===== config.mk =====
export PLATFORM = sky130hd
export DESIGN_NAME = axil_reg_slave
export DESIGN_NICKNAME = d
export VERILOG_FILES = /design/src/rtl/axil_slv_pkg.sv /design/src/rtl/axil_slv_regfile.sv /design/src/rtl/axil_reg_slave.sv
export SDC_FILE = /design/constraint.sdc
export NUM_CORES = 1
export LEC_CHECK = 0
export CAP_MARGIN = 20
export CORE_AREA = 10 10 268 270
export DETAILED_ROUTE_END_ITERATION = 8
export DIE_AREA = 0 0 278 280
export PLACE_DENSITY = 0.7
export SKIP_LAST_GASP = 1
export SLEW_MARGIN = 20
export SYNTH_ARGS = -nofsm -noshare
export SYNTH_HDL_FRONTEND = slang
export SYNTH_HIERARCHICAL = 1
export SYNTH_SLANG_ARGS = --single-unit

===== constraint.sdc =====
create_clock -name s_axi_aclk -period 5.7 [get_ports s_axi_aclk]
set_input_delay 1.14 -clock s_axi_aclk [delete_from_list [all_inputs] [get_ports s_axi_aclk]]
set_output_delay 1.14 -clock s_axi_aclk [all_outputs]
set_load 0.02 [all_outputs]

===== src/rtl/axil_slv_pkg.sv =====
// Shared response codes, FSM state types and the status-word index for the AXI-Lite register slave.
// AXIL_SLV_ERR_EN selects SLVERR instead of OKAY for out-of-range accesses.
package axil_slv_pkg;

    localparam logic [1:0] RESP_OKAY   = 2'b00;
    localparam logic [1:0] RESP_SLVERR = 2'b10;
    localparam int         STATUS_IDX  = 0;

`ifdef AXIL_SLV_ERR_EN
    localparam logic [1:0] OOR_RESP = RESP_SLVERR;
`else
    localparam logic [1:0] OOR_RESP = RESP_OKAY;
`endif

    typedef enum logic {WR_IDLE, WR_RESP} wr_state_t;
    typedef enum logic {RD_IDLE, RD_DATA} rd_state_t;

endpackage


===== src/rtl/axil_slv_regfile.sv =====
// Register storage: per-byte strobe merge, registered write pulses, asynchronous read mux.
// Word STATUS_IDX is never stored, so its regs_out slice stays zero.
module axil_slv_regfile
    import axil_slv_pkg::*;
#(
    parameter int NUM_REGS = 16,
    localparam int IDX_W   = $clog2(NUM_REGS)
) (
    input  logic                     clk,
    input  logic                     rst_n,
    input  logic                     we,
    input  logic [IDX_W-1:0]         wr_idx,
    input  logic [31:0]              wr_data,
    input  logic [3:0]               wr_strb,
    input  logic [IDX_W-1:0]         rd_idx,
    output logic [31:0]              rd_data,
    output logic [NUM_REGS*32-1:0]   regs_out,
    output logic [NUM_REGS-1:0]      wr_pulse
);

    logic [NUM_REGS-1:0][31:0] regs;

    // wr_pulse lands in the same cycle the new value shows on regs_out
    always_ff @(posedge clk or negedge rst_n) begin
        if (!rst_n) begin
            regs     <= '0;
            wr_pulse <= '0;
        end else begin
            wr_pulse <= '0;
            if (we && wr_idx != IDX_W'(STATUS_IDX)) begin
                wr_pulse[wr_idx] <= 1'b1;
                for (int b = 0; b < 4; b++) begin
                    if (wr_strb[b]) regs[wr_idx][8*b +: 8] <= wr_data[8*b +: 8];
                end
            end
        end
    end

    assign rd_data  = regs[rd_idx];
    assign regs_out = regs;

endmodule


===== src/rtl/axil_reg_slave.sv =====
// AXI4-Lite register slave: independent write (AW/W in any order) and read FSMs over axil_slv_regfile.
// Out-of-range response code follows AXIL_SLV_ERR_EN (see axil_slv_pkg).
module axil_reg_slave
    import axil_slv_pkg::*;
#(
    parameter int AXI_ADDR_WIDTH = 32,
    parameter int AXI_DATA_WIDTH = 32,
    parameter int NUM_REGS       = 16
) (
    input  logic                        s_axi_aclk,
    input  logic                        s_axi_aresetn,
    input  logic [AXI_ADDR_WIDTH-1:0]   s_axi_awaddr,
    input  logic                        s_axi_awvalid,
    output logic                        s_axi_awready,
    input  logic [AXI_DATA_WIDTH-1:0]   s_axi_wdata,
    input  logic [3:0]                  s_axi_wstrb,
    input  logic                        s_axi_wvalid,
    output logic                        s_axi_wready,
    output logic [1:0]                  s_axi_bresp,
    output logic                        s_axi_bvalid,
    input  logic                        s_axi_bready,
    input  logic [AXI_ADDR_WIDTH-1:0]   s_axi_araddr,
    input  logic                        s_axi_arvalid,
    output logic                        s_axi_arready,
    output logic [AXI_DATA_WIDTH-1:0]   s_axi_rdata,
    output logic [1:0]                  s_axi_rresp,
    output logic                        s_axi_rvalid,
    input  logic                        s_axi_rready,
    input  logic [31:0]                 status_in,
    output logic [NUM_REGS*32-1:0]      regs_out,
    output logic [NUM_REGS-1:0]         wr_pulse
);

    localparam int                  IDX_W = $clog2(NUM_REGS);
    localparam logic [AXI_ADDR_WIDTH-1:0] SPAN = AXI_ADDR_WIDTH'(NUM_REGS * 4);

    if (AXI_DATA_WIDTH != 32) begin : g_bad_data_width
        $error("axil_reg_slave: AXI_DATA_WIDTH must be 32");
    end

    wr_state_t                  wr_state, wr_next;
    rd_state_t                  rd_state, rd_next;
    logic                       aw_held, w_held;
    logic [AXI_ADDR_WIDTH-1:0]  awaddr_q;
    logic [31:0]                wdata_q;
    logic [3:0]                 wstrb_q;
    logic [1:0]                 bresp_q, rresp_q;
    logic [31:0]                rdata_q;

    logic                       aw_hs, w_hs, ar_hs, commit, wr_oor, rd_oor;
    logic [AXI_ADDR_WIDTH-1:0]  awaddr_eff;
    logic [31:0]                wdata_eff, reg_rd_data;
    logic [3:0]                 wstrb_eff;

    // A channel accepted earlier is replayed from its holding register
    assign awaddr_eff = aw_held ? awaddr_q : s_axi_awaddr;
    assign wdata_eff  = w_held  ? wdata_q  : s_axi_wdata;
    assign wstrb_eff  = w_held  ? wstrb_q  : s_axi_wstrb;
    assign aw_hs      = s_axi_awvalid && s_axi_awready;
    assign w_hs       = s_axi_wvalid && s_axi_wready;
    assign ar_hs      = s_axi_arvalid && s_axi_arready;
    assign wr_oor     = awaddr_eff >= SPAN;
    assign rd_oor     = s_axi_araddr >= SPAN;

    always_comb begin
        wr_next       = wr_state;
        s_axi_awready = 1'b0;
        s_axi_wready  = 1'b0;
        s_axi_bvalid  = 1'b0;
        commit        = 1'b0;
        case (wr_state)
            WR_IDLE: begin
                s_axi_awready = !aw_held;
                s_axi_wready  = !w_held;
                commit        = (aw_held || aw_hs) && (w_held || w_hs);
                if (commit) wr_next = WR_RESP;
            end
            WR_RESP: begin
                s_axi_bvalid = 1'b1;
                if (s_axi_bready) wr_next = WR_IDLE;
            end
            default: wr_next = WR_IDLE;
        endcase
    end

    always_comb begin
        rd_next       = rd_state;
        s_axi_arready = 1'b0;
        s_axi_rvalid  = 1'b0;
        case (rd_state)
            RD_IDLE: begin
                s_axi_arready = 1'b1;
                if (s_axi_arvalid) rd_next = RD_DATA;
            end
            RD_DATA: begin
                s_axi_rvalid = 1'b1;
                if (s_axi_rready) rd_next = RD_IDLE;
            end
            default: rd_next = RD_IDLE;
        endcase
    end

    always_ff @(posedge s_axi_aclk or negedge s_axi_aresetn) begin
        if (!s_axi_aresetn) begin
            wr_state <= WR_IDLE;
            aw_held  <= 1'b0;
            w_held   <= 1'b0;
            awaddr_q <= '0;
            wdata_q  <= '0;
            wstrb_q  <= '0;
            bresp_q  <= RESP_OKAY;
        end else begin
            wr_state <= wr_next;
            if (aw_hs) begin
                aw_held  <= 1'b1;
                awaddr_q <= s_axi_awaddr;
            end
            if (w_hs) begin
                w_held  <= 1'b1;
                wdata_q <= s_axi_wdata;
                wstrb_q <= s_axi_wstrb;
            end
            if (commit) begin
                aw_held <= 1'b0;
                w_held  <= 1'b0;
                bresp_q <= wr_oor ? OOR_RESP : RESP_OKAY;
            end
        end
    end

    // Read data is captured at the AR handshake, before any same-cycle write lands
    always_ff @(posedge s_axi_aclk or negedge s_axi_aresetn) begin
        if (!s_axi_aresetn) begin
            rd_state <= RD_IDLE;
            rdata_q  <= '0;
            rresp_q  <= RESP_OKAY;
        end else begin
            rd_state <= rd_next;
            if (ar_hs) begin
                if (rd_oor)                                         rdata_q <= '0;
                else if (s_axi_araddr[2 +: IDX_W] == IDX_W'(STATUS_IDX)) rdata_q <= status_in;
                else                                                rdata_q <= reg_rd_data;
                rresp_q <= rd_oor ? OOR_RESP : RESP_OKAY;
            end
        end
    end

    assign s_axi_bresp = bresp_q;
    assign s_axi_rdata = rdata_q;
    assign s_axi_rresp = rresp_q;

    axil_slv_regfile #(.NUM_REGS(NUM_REGS)) u_regfile (
        .clk      (s_axi_aclk),
        .rst_n    (s_axi_aresetn),
        .we       (commit && !wr_oor),
        .wr_idx   (awaddr_eff[2 +: IDX_W]),
        .wr_data  (wdata_eff),
        .wr_strb  (wstrb_eff),
        .rd_idx   (s_axi_araddr[2 +: IDX_W]),
        .rd_data  (reg_rd_data),
        .regs_out (regs_out),
        .wr_pulse (wr_pulse)
    );

endmodule


==> reports/results.txt, run 1 <==
Iter 0 DRT Violations - 1402
Pins Over Slew Limit - 0
final wirelength - 107300 um
FMAX - 0.2449 GHz
CTS tree - done
final setup fails - 0
CP dominant cell by count - nor4_1
io pins - 708
endpoints failing hold - 0
Hold Path Cell Cnt - 0
gpl congestion - 0.8697
Seq/Total Area, Yosys - 54.13%
Post-Place Cells - 3289
CP max stage cell - o21a_2
YS warnings - 6
EDFF count, synth - 0
CP peak stage delay - 530 ps
fin nets - 2628
TritonCTS Sinks - 630
per-cell routed wire length - 31.28 um
Max Cap Violations - 0
total core area - 66560 um2
Crit. Startpoint - s_axi_awaddr[28]
Max Fanout on Critical Path - 12
r2r startpoint - aw_held
Starting Density - 43.76%
vias in the first global route - 21220
Die W - 278 um
number of routed nets with antenna violations - 0
critical path arrival - 4550 ps
# resized after CTS - 0
cts hold-fix bufs - 0
depth of the most critical reg-to-reg path - 8
grt ovf - 0
met2 routed WL - 53460 um
Worst Tran Pin Value - 1216 ps
routed via count - 19520
period utilization - 71.64%
Vias/cell - 5.690
LEAKAGE - 17.83 nW
first-pass GRT wire length - 154600 um
Synth Area per Inst - 15.76 um2
Layout area overhead - 34.53%
Req. time, crit path - 6170 ps
Clock transition at path regs - 50 ps
worst relative slew slack - 18.75%
Cell Pwr Density - 289.8 nW/um2
Non-Filler Cell Area, Final - 39190 um2
DR pass1 iterations - 5
post-route DRC violation count - 0
Post-Syn Instances - 1848
Worst Setup EP - u_regfile/regs_out[105]
Peak VDD IR - 0.2354 mV
worst skew pair latency - 600 ps
global-route usage over all layers - 26.86%
TritonCTS Buffers - 71
Netlist cell types - 51
row count - 95
Post-synth ARST share - 100.0%
met3 WL - 7581 um
layout cell share with drive strength beyond 1 - 34.96%
CP startpoint kind - input port
Port Buffers - 699
setup tns final - 0 ps
initial antenna violation count - 20
crit-path cells - clkdlybuf4s50_1, nor4_1, nand4_1, nor4_1, o21a_2, buf_4, and4bb_1, nand3_2, mux2_2
Tmin final - 4084 ps
RR Endpoint - u_regfile/regs_out[105]
RSZ-0062 raised after global routing - no
status - finished clean
final std cells w/o fill - 3430
post-DP HPWL - 77120 um
Setup crit end kind - flop
Post-Syn Area - 29130 um2
classification of the worst-slack hold path - reg2reg
M1 WL - 41810 um
top sig layer - met5
crit path kind - in2reg
largest net degree at the start of global routing - 115
post-CTS setup buffers - 0
clock buffer depth - 3
Top FF cell, synth - dfrtp_1
clk root buf - clkbuf_16
Die H - 280 um
reg2reg setup slack - 2150 ps
H-tree Lvls - 3
DP Area - 36790 um2
clk_skew - 24.44 ps
die area - 77840 um2
Seq cells post-synth - 630
[power by group]
group | leakage (nW) | switching (mW) | total (mW) | internal [mW]
registers | 8.65 | 0.154 | 4.88 | 4.73
logic | 8.02 | 1.24 | 1.83 | 0.589
clock network | 1.16 | 1.87 | 4.65 | 2.78
[cell families (layout without fill, tap and decap cells)]
logic type	count (synthesis)	in the layout	share of synthesized area [%]
simple gates	206	206	6.023
buf+inv	159	851	2.668
mux	746	746	33.96
flops	630	630	54.13
other cells	2	19	0.02578
compound gates	105	105	3.196
[critical path: cells and delay by family]
family	cells	cell delay, ps
buffers and inverters	2	820
AO/OA/AOI/OAI	1	530
multiplexers	1	450
AND/OR/NAND/NOR	5	1570
[area by class of cell]
type                       count  area [um2]
tap                          873        1092
fill                        5182       27380
clock buffer                 104        2093
inverter                       2       7.507
timing repair buffer         722        7281
multi-input combinational   1062       12640
sequential                   630       15770
antenna                       14       35.03
clock inverter                23       266.5
[cell usage after synthesis, types with 13 or more instances]
library cell	instances	area, um2
clkbuf_1	90	337.8
mux2i_1	32	320.3
mux2_4	24	360.4
nor2_8	24	480.5
mux4_2	128	2883
a22oi_1	64	480.5
buf_2	31	155.2
nor4_1	17	106.4
buf_1	13	48.80
nor2_1	19	71.32
mux2_1	76	855.8
dfrtp_1	630	15770
nand2_1	70	262.8
mux2_2	486	5473
o31ai_2	30	375.4
[layout by cell type, fill, tap and decap left out, types with 9 or more instances in the layout]
cell / instances
mux4_2: 128
clkdlybuf4s50_1: 696
o31ai_2: 30
clkbuf_8: 15
diode_2: 14
a22oi_1: 64
nor2_4: 13
clkinv_2: 10
mux2i_1: 32
nand2_1: 69
clkbuf_16: 73
dfrtp_1: 629
nor4_1: 17
mux2_2: 486
mux2_4: 24
mux2_1: 76
nor2_1: 18
nor2_8: 24
buf_4: 15
nor2_2: 9
clkbuf_1: 16
[flip-flops by register name, summed over array words and instances, names as in the netlist]
register and count:
u_regfile/wr_pulse 16, s_axi_rdata 32, wdata_q 32, awaddr_q 30
w_held 1, wstrb_q 4, aw_held 1, u_regfile/regs_out 512
rd_state 1, wr_state 1
[layer usage]
layer,track usage [%],up-vias
li1,-,8188
met1,31.86,10390
met2,44.95,722
met3,7.471,200
met4,12.27,12
met5,0,-
[metrics by stage]
| stage | hold slack, ps | total power, mW | utilization, % | setup WS, ps |
|---|---|---|---|---|
| final | 395.5 | 11.36 | 58.87 | 1616 |
| after global routing | 407.3 | 11.80 | 58.87 | 1433 |
| after CTS | 396.5 | 11.46 | 58.82 | 1707 |
| after detailed placement | 384.6 | 6.793 | 55.27 | 1087 |
| after global placement | 381.5 | 6.716 | 55.24 | 1113 |
| after floorplan | 452.2 | 6.157 | - | 2558 |
[worst min-delay path by stage]
stage                                 from                endpoint  slack, ps
global placement    u_regfile/regs_out[28]  u_regfile/regs_out[28]        380
global route         u_regfile/regs_out[6]   u_regfile/regs_out[6]        410
detailed placement  u_regfile/regs_out[12]  u_regfile/regs_out[12]        380
CTS                 u_regfile/regs_out[12]  u_regfile/regs_out[12]        400
floorplan                      wdata_q[10]             wdata_q[10]        450
finish              u_regfile/regs_out[12]  u_regfile/regs_out[12]        400
(Power assumes the default switching activity.)
==> inputs of run 2 (changes only) <==
CORE_AREA = default   (was 10 10 268 270)
CORE_MARGIN = 10   (was default)
CORE_UTILIZATION = 45   (was default)
DIE_AREA = default   (was 0 0 278 280)
PLACE_DENSITY = 0.75   (was 0.7)
clock period = 3.35 ns   (was 5.7 ns; I/O delays follow)
==> run 2 against run 1 <==
Compared with the run above: final cell count increased by 2.1%; count of clock-buffer cells in the layout shrank 9; register-to-register slack worse by 1500 ps; via count is 3.6% higher; sequential power increased by 69%; non-clock buffer count rose by 92; design area grew 2.7%; hold slack got worse by 350 ps; clock skew is 2.6 ps higher.
==> reports/results.txt, run 2 (same netlist as run 1, synthesis figures left out) <==
status - finished clean
CP max stage cell - clkdlybuf4s50_1
Max Cap Violations - 0
Peak VDD IR - 0.4613 mV
CP peak stage delay - 460 ps
TritonCTS Buffers - 69
cts hold-fix bufs - 0
# resized after CTS - 0
initial antenna violation count - 19
per-cell routed wire length - 30.14 um
Post-Place Cells - 3363
gpl congestion - 0.9205
Tmin final - 2839 ps
Die H - 274.4 um
Starting Density - 45.35%
Max Fanout on Critical Path - 13
commonest non-fill, non-tap cell in the layout - clkdlybuf4s50_1
RSZ-0062 raised after global routing - no
period utilization - 84.75%
clk_skew - 27.09 ps
final std cells w/o fill - 3502
worst relative slew slack - 43.06%
largest net degree at the start of global routing - 87
delay-heaviest family, CP - simple AND/OR/NAND/NOR gates
post-DP HPWL - 78270 um
CP dominant cell by count - nor4_1
TritonCTS Sinks - 630
final wirelength - 105500 um
Layout area overhead - 38.17%
Iter 0 DRT Violations - 1784
Vias/cell - 5.773
crit path kind - in2reg
Pwr Total - 19.27 mW
first-pass GRT wire length - 152300 um
Pins Over Slew Limit - 0
vias in the first global route - 21810
classification of the worst-slack hold path - in2async
clock buffer depth - 3
Worst Path Buf+Inv - 2
row count - 93
die area - 75300 um2
Cell Pwr Density - 478.9 nW/um2
worst skew pair latency - 620 ps
CP startpoint kind - input port
routed via count - 20220
Setup crit end kind - flop
final setup fails - 0
critical path arrival - 3320 ps
fin nets - 2718
commonest cells after routing, fill and taps aside - 696 x clkdlybuf4s50_1, 629 x dfrtp_1, 486 x mux2_2
Clock transition at path regs - 60 ps
grt ovf - 0
crit-path cells - clkdlybuf4s50_1, nor4_1, nand4_1, nor4_1, o21a_2, buf_12, and4bb_1, nand2_2, mux2_2
Port Buffers - 699
total core area - 64230 um2
LEAKAGE - 18.40 nW
Req. time, crit path - 3830 ps
global-route usage over all layers - 27.40%
DR pass1 iterations - 5
layout cell share with drive strength beyond 1 - 37.23%
post-CTS setup buffers - 0
Worst Tran Pin Value - 854.1 ps
number of flip-flops in the largest register - 512
H-tree Lvls - 3
fin util - 62.66%
FMAX - 0.3522 GHz
clk root buf - clkbuf_16
CTS tree - done
number of routed nets with antenna violations - 0
io pins - 708
endpoints failing hold - 0
post-route DRC violation count - 0
Die W - 274.4 um
==> run 2: changes by cell type in the layout (fill, tap and decap cells not counted), sizes merged <==
cell      delta
buf         +92
diode        +1
clkbuf       -9
clkinvlp     +1
clkinv       +6
bufinv       -1
==> run 2: final cells by class <==
| type | count | area (um2) |
|---|---|---|
| fill | 4793 | 23990 |
| sequential | 630 | 15770 |
| multi-input combinational | 1062 | 12640 |
| timing repair buffer | 814 | 8459 |
| clock buffer | 95 | 1944 |
| tap | 855 | 1070 |
| clock inverter | 29 | 319.1 |
| antenna | 15 | 37.54 |
| inverter | 2 | 7.507 |
==> run 2: per-layer routing <==
layer  vias to the layer above  part of all wire (%)  global-route usage [%]
met1                     10660                    37                   32.30
met5                         -                 0.068                       0
met4                        10                   4.0                   12.91
met3                       234                   8.0                   6.873
li1                       8371                     -                       -
met2                       946                    51                   46.47
==> run 2: final timing paths <==
check                      depth (start not counted)                   start  slack (ps)                       to
min reg2reg                                        0  u_regfile/regs_out[19]         400   u_regfile/regs_out[19]
max in group asynchronous                          3           s_axi_aresetn        2300  u_regfile/regs_out[122]
max reg2reg                                        6                 aw_held         660  u_regfile/regs_out[135]
max                                                9        s_axi_awaddr[29]         510   u_regfile/regs_out[45]
min                                                1           s_axi_aresetn          50  u_regfile/regs_out[293]
min in group s_axi_aclk                            0  u_regfile/regs_out[19]         400   u_regfile/regs_out[19]
==> run 2: metrics by stage <==
| step | cell area (um2) | setup WS [ps] | TNS (ps) | hold slack, ps |
|---|---|---|---|---|
| 2_1_floorplan | 29140 | 678.4 | 0 | 374.4 |
| 3_3_place_gp | 37940 | -74.35 | -6505 | 382.6 |
| 3_5_place_dp | 37940 | -48.69 | -1485 | 387.3 |
| 4_1_cts | 40210 | 574.6 | 0 | 40.76 |
| 5_1_grt | 40240 | 394.2 | 0 | 55.83 |
| 6_report | 40240 | 510.8 | 0 | 48.55 |
==> run 2: report_power, final <==
group | internal, mW | switching, mW
combinational | 1.16 | 2.26
clock | 4.42 | 3.18
sequential | 8.04 | 0.219
total | 13.6 | 5.66
==> inputs of run 3 (changes only) <==
CORE_AREA = 10 10 268 270   (was default)
CORE_MARGIN = default   (was 10)
CORE_UTILIZATION = default   (was 45)
DIE_AREA = 0 0 278 280   (was default)
PLACE_DENSITY = 0.7   (was 0.75)
clock period = 2.98 ns   (was 3.35 ns; I/O delays follow)
==> run 3 against run 2 <==
Compared with the run above: die area rose by 3.4%; hold slack better by 350 ps; clock skew up 2.6 ps; wire length increased by 2.4%; critical endpoint is now u_regfile/regs_out[77].
==> reports/results.txt, run 3 (same netlist as run 1, synthesis figures left out) <==
commonest cells after routing, fill and taps aside - 696 x clkdlybuf4s50_1, 629 x dfrtp_1, 486 x mux2_2
Pins Over Slew Limit - 0
Req. time, crit path - 3460 ps
clk root buf - clkbuf_16
initial antenna violation count - 19
Cell Pwr Density - 538.8 nW/um2
endpoints failing hold - 0
Power Internal - 15.61 mW
clk_skew - 29.71 ps
H-tree Lvls - 3
worst relative slew slack - 55.37%
fin nets - 2760
TritonCTS Sinks - 630
grt ovf - 0
CTS tree - done
Peak VDD IR - 0.4440 mV
routed via count - 20190
Post-Place Cells - 3422
worst skew pair latency - 610 ps
per-cell routed wire length - 30.36 um
first-pass GRT wire length - 157100 um
DR pass1 iterations - 5
total core area - 66560 um2
Iter 0 DRT Violations - 1496
die area - 77840 um2
gpl congestion - 0.9153
post-DP HPWL - 80720 um
Max Cap Violations - 0
Die H - 280 um
Port Buffers - 699
io pins - 708
Setup crit end kind - flop
global-route usage over all layers - 27.16%
layout cell share with drive strength beyond 1 - 38.26%
number of flip-flops in the largest register - 512
status - finished clean
Sw Ratio - 28.79%
RSZ-0062 raised after global routing - no
worst hold slack - 396.8 ps
Vias/cell - 5.672
post-CTS setup buffers - 0
Clock transition at path regs - 60 ps
period utilization - 94.36%
number of routed nets with antenna violations - 0
classification of the worst-slack hold path - reg2reg
logic gate share of total power - 17.8%
cts hold-fix bufs - 1
final wirelength - 108000 um
CP startpoint kind - input port
final setup fails - 0
NetSw - 6.311 mW
clock buffer depth - 3
# resized after CTS - 0
fin util - 61.11%
TritonCTS Buffers - 69
vias in the first global route - 21810
share of power burned in registers - 42.4%
Max Fanout on Critical Path - 13
Clock power frac - 39.8%
post-route DRC violation count - 0
largest net degree at the start of global routing - 80
final std cells w/o fill - 3559
Starting Density - 43.76%
Tmin final - 2812 ps
Die W - 278 um
Pwr Total - 21.92 mW
LEAKAGE - 18.66 nW
crit path kind - in2reg
FMAX - 0.3556 GHz
critical path arrival - 3300 ps
row count - 95
DP Area - 38330 um2
Worst Tran Pin Value - 669.4 ps
commonest non-fill, non-tap cell in the layout - clkdlybuf4s50_1
Non-Filler Cell Area, Final - 40680 um2
Layout area overhead - 39.66%
-- run 3: changes by cell type in the layout (fill, tap and decap cells not counted), moves of 2 or more --
cell        previous run  this run
buf_4                 68       105
clkbuf_16             69        71
clkbuf_1              14        10
inv_16                 2         0
bufinv_16              4         6
clkinvlp_4             4         2
buf_12                47        51
-- run 3: stage by stage --
stage | TNS [ps] | worst slack [ps]
final | 0 | 168.0
after global routing | 0 | 44.49
after global placement | -175830 | -470.0
after detailed placement | -166250 | -433.9
after floorplan | 0 | 382.4
after CTS | 0 | 201.7
-- run 3: final cells by class --
cell class / count / area (um2)
Sequential cell: 630 / 15770
Clock buffer: 92 / 1966
Antenna cell: 15 / 37.54
Multi-Input combinational cell: 1062 / 12640
Tap cell: 873 / 1092
Fill cell: 5077 / 25890
Inverter: 2 / 7.507
Clock inverter: 29 / 337.8
Timing Repair Buffer: 856 / 8827
-- run 3: power by group through the flow --
stage               combinational (mW)  sequential [mW]  clock (mW)
finish                            3.90             9.30        8.72
global route                      4.16             9.35        9.21
CTS                               3.92             9.29        8.87
detailed placement                3.90             9.45           0
global placement                  3.81             9.40           0
floorplan                         2.42             9.36           0
-- run 3: worst paths after layout --
check / from / end / slack (ps) / cells past startpoint
hold / removal: u_regfile/regs_out[8] / u_regfile/regs_out[8] / 400 / 0
setup / recovery: s_axi_awaddr[13] / u_regfile/regs_out[77] / 170 / 9
min in group asynchronous: s_axi_aresetn / u_regfile/regs_out[323] / 560 / 2
max in group asynchronous: s_axi_aresetn / u_regfile/regs_out[246] / 1410 / 3
hold reg to reg: u_regfile/regs_out[8] / u_regfile/regs_out[8] / 400 / 0
setup reg to reg: aw_held / u_regfile/regs_out[77] / 310 / 8
-- run 3: critical path: stages --
cell and delay [ps]:
clkdlybuf4s50_1 500, nor4_1 360, a21oi_1 120, a211oi_1 270
o21a_2 280, buf_12 200, and4bb_1 310, nand2_2 250
mux2_2 380
-- run 3: layer usage --
layer | global-route usage [%] | vias to the layer above | share of wire [%]
li1 | - | 8454 | -
met3 | 7.231 | 234 | 7.5
met2 | 46.17 | 826 | 51
met4 | 11.41 | 10 | 3.8
met1 | 32.19 | 10660 | 38
met5 | 0 | - | 0.068
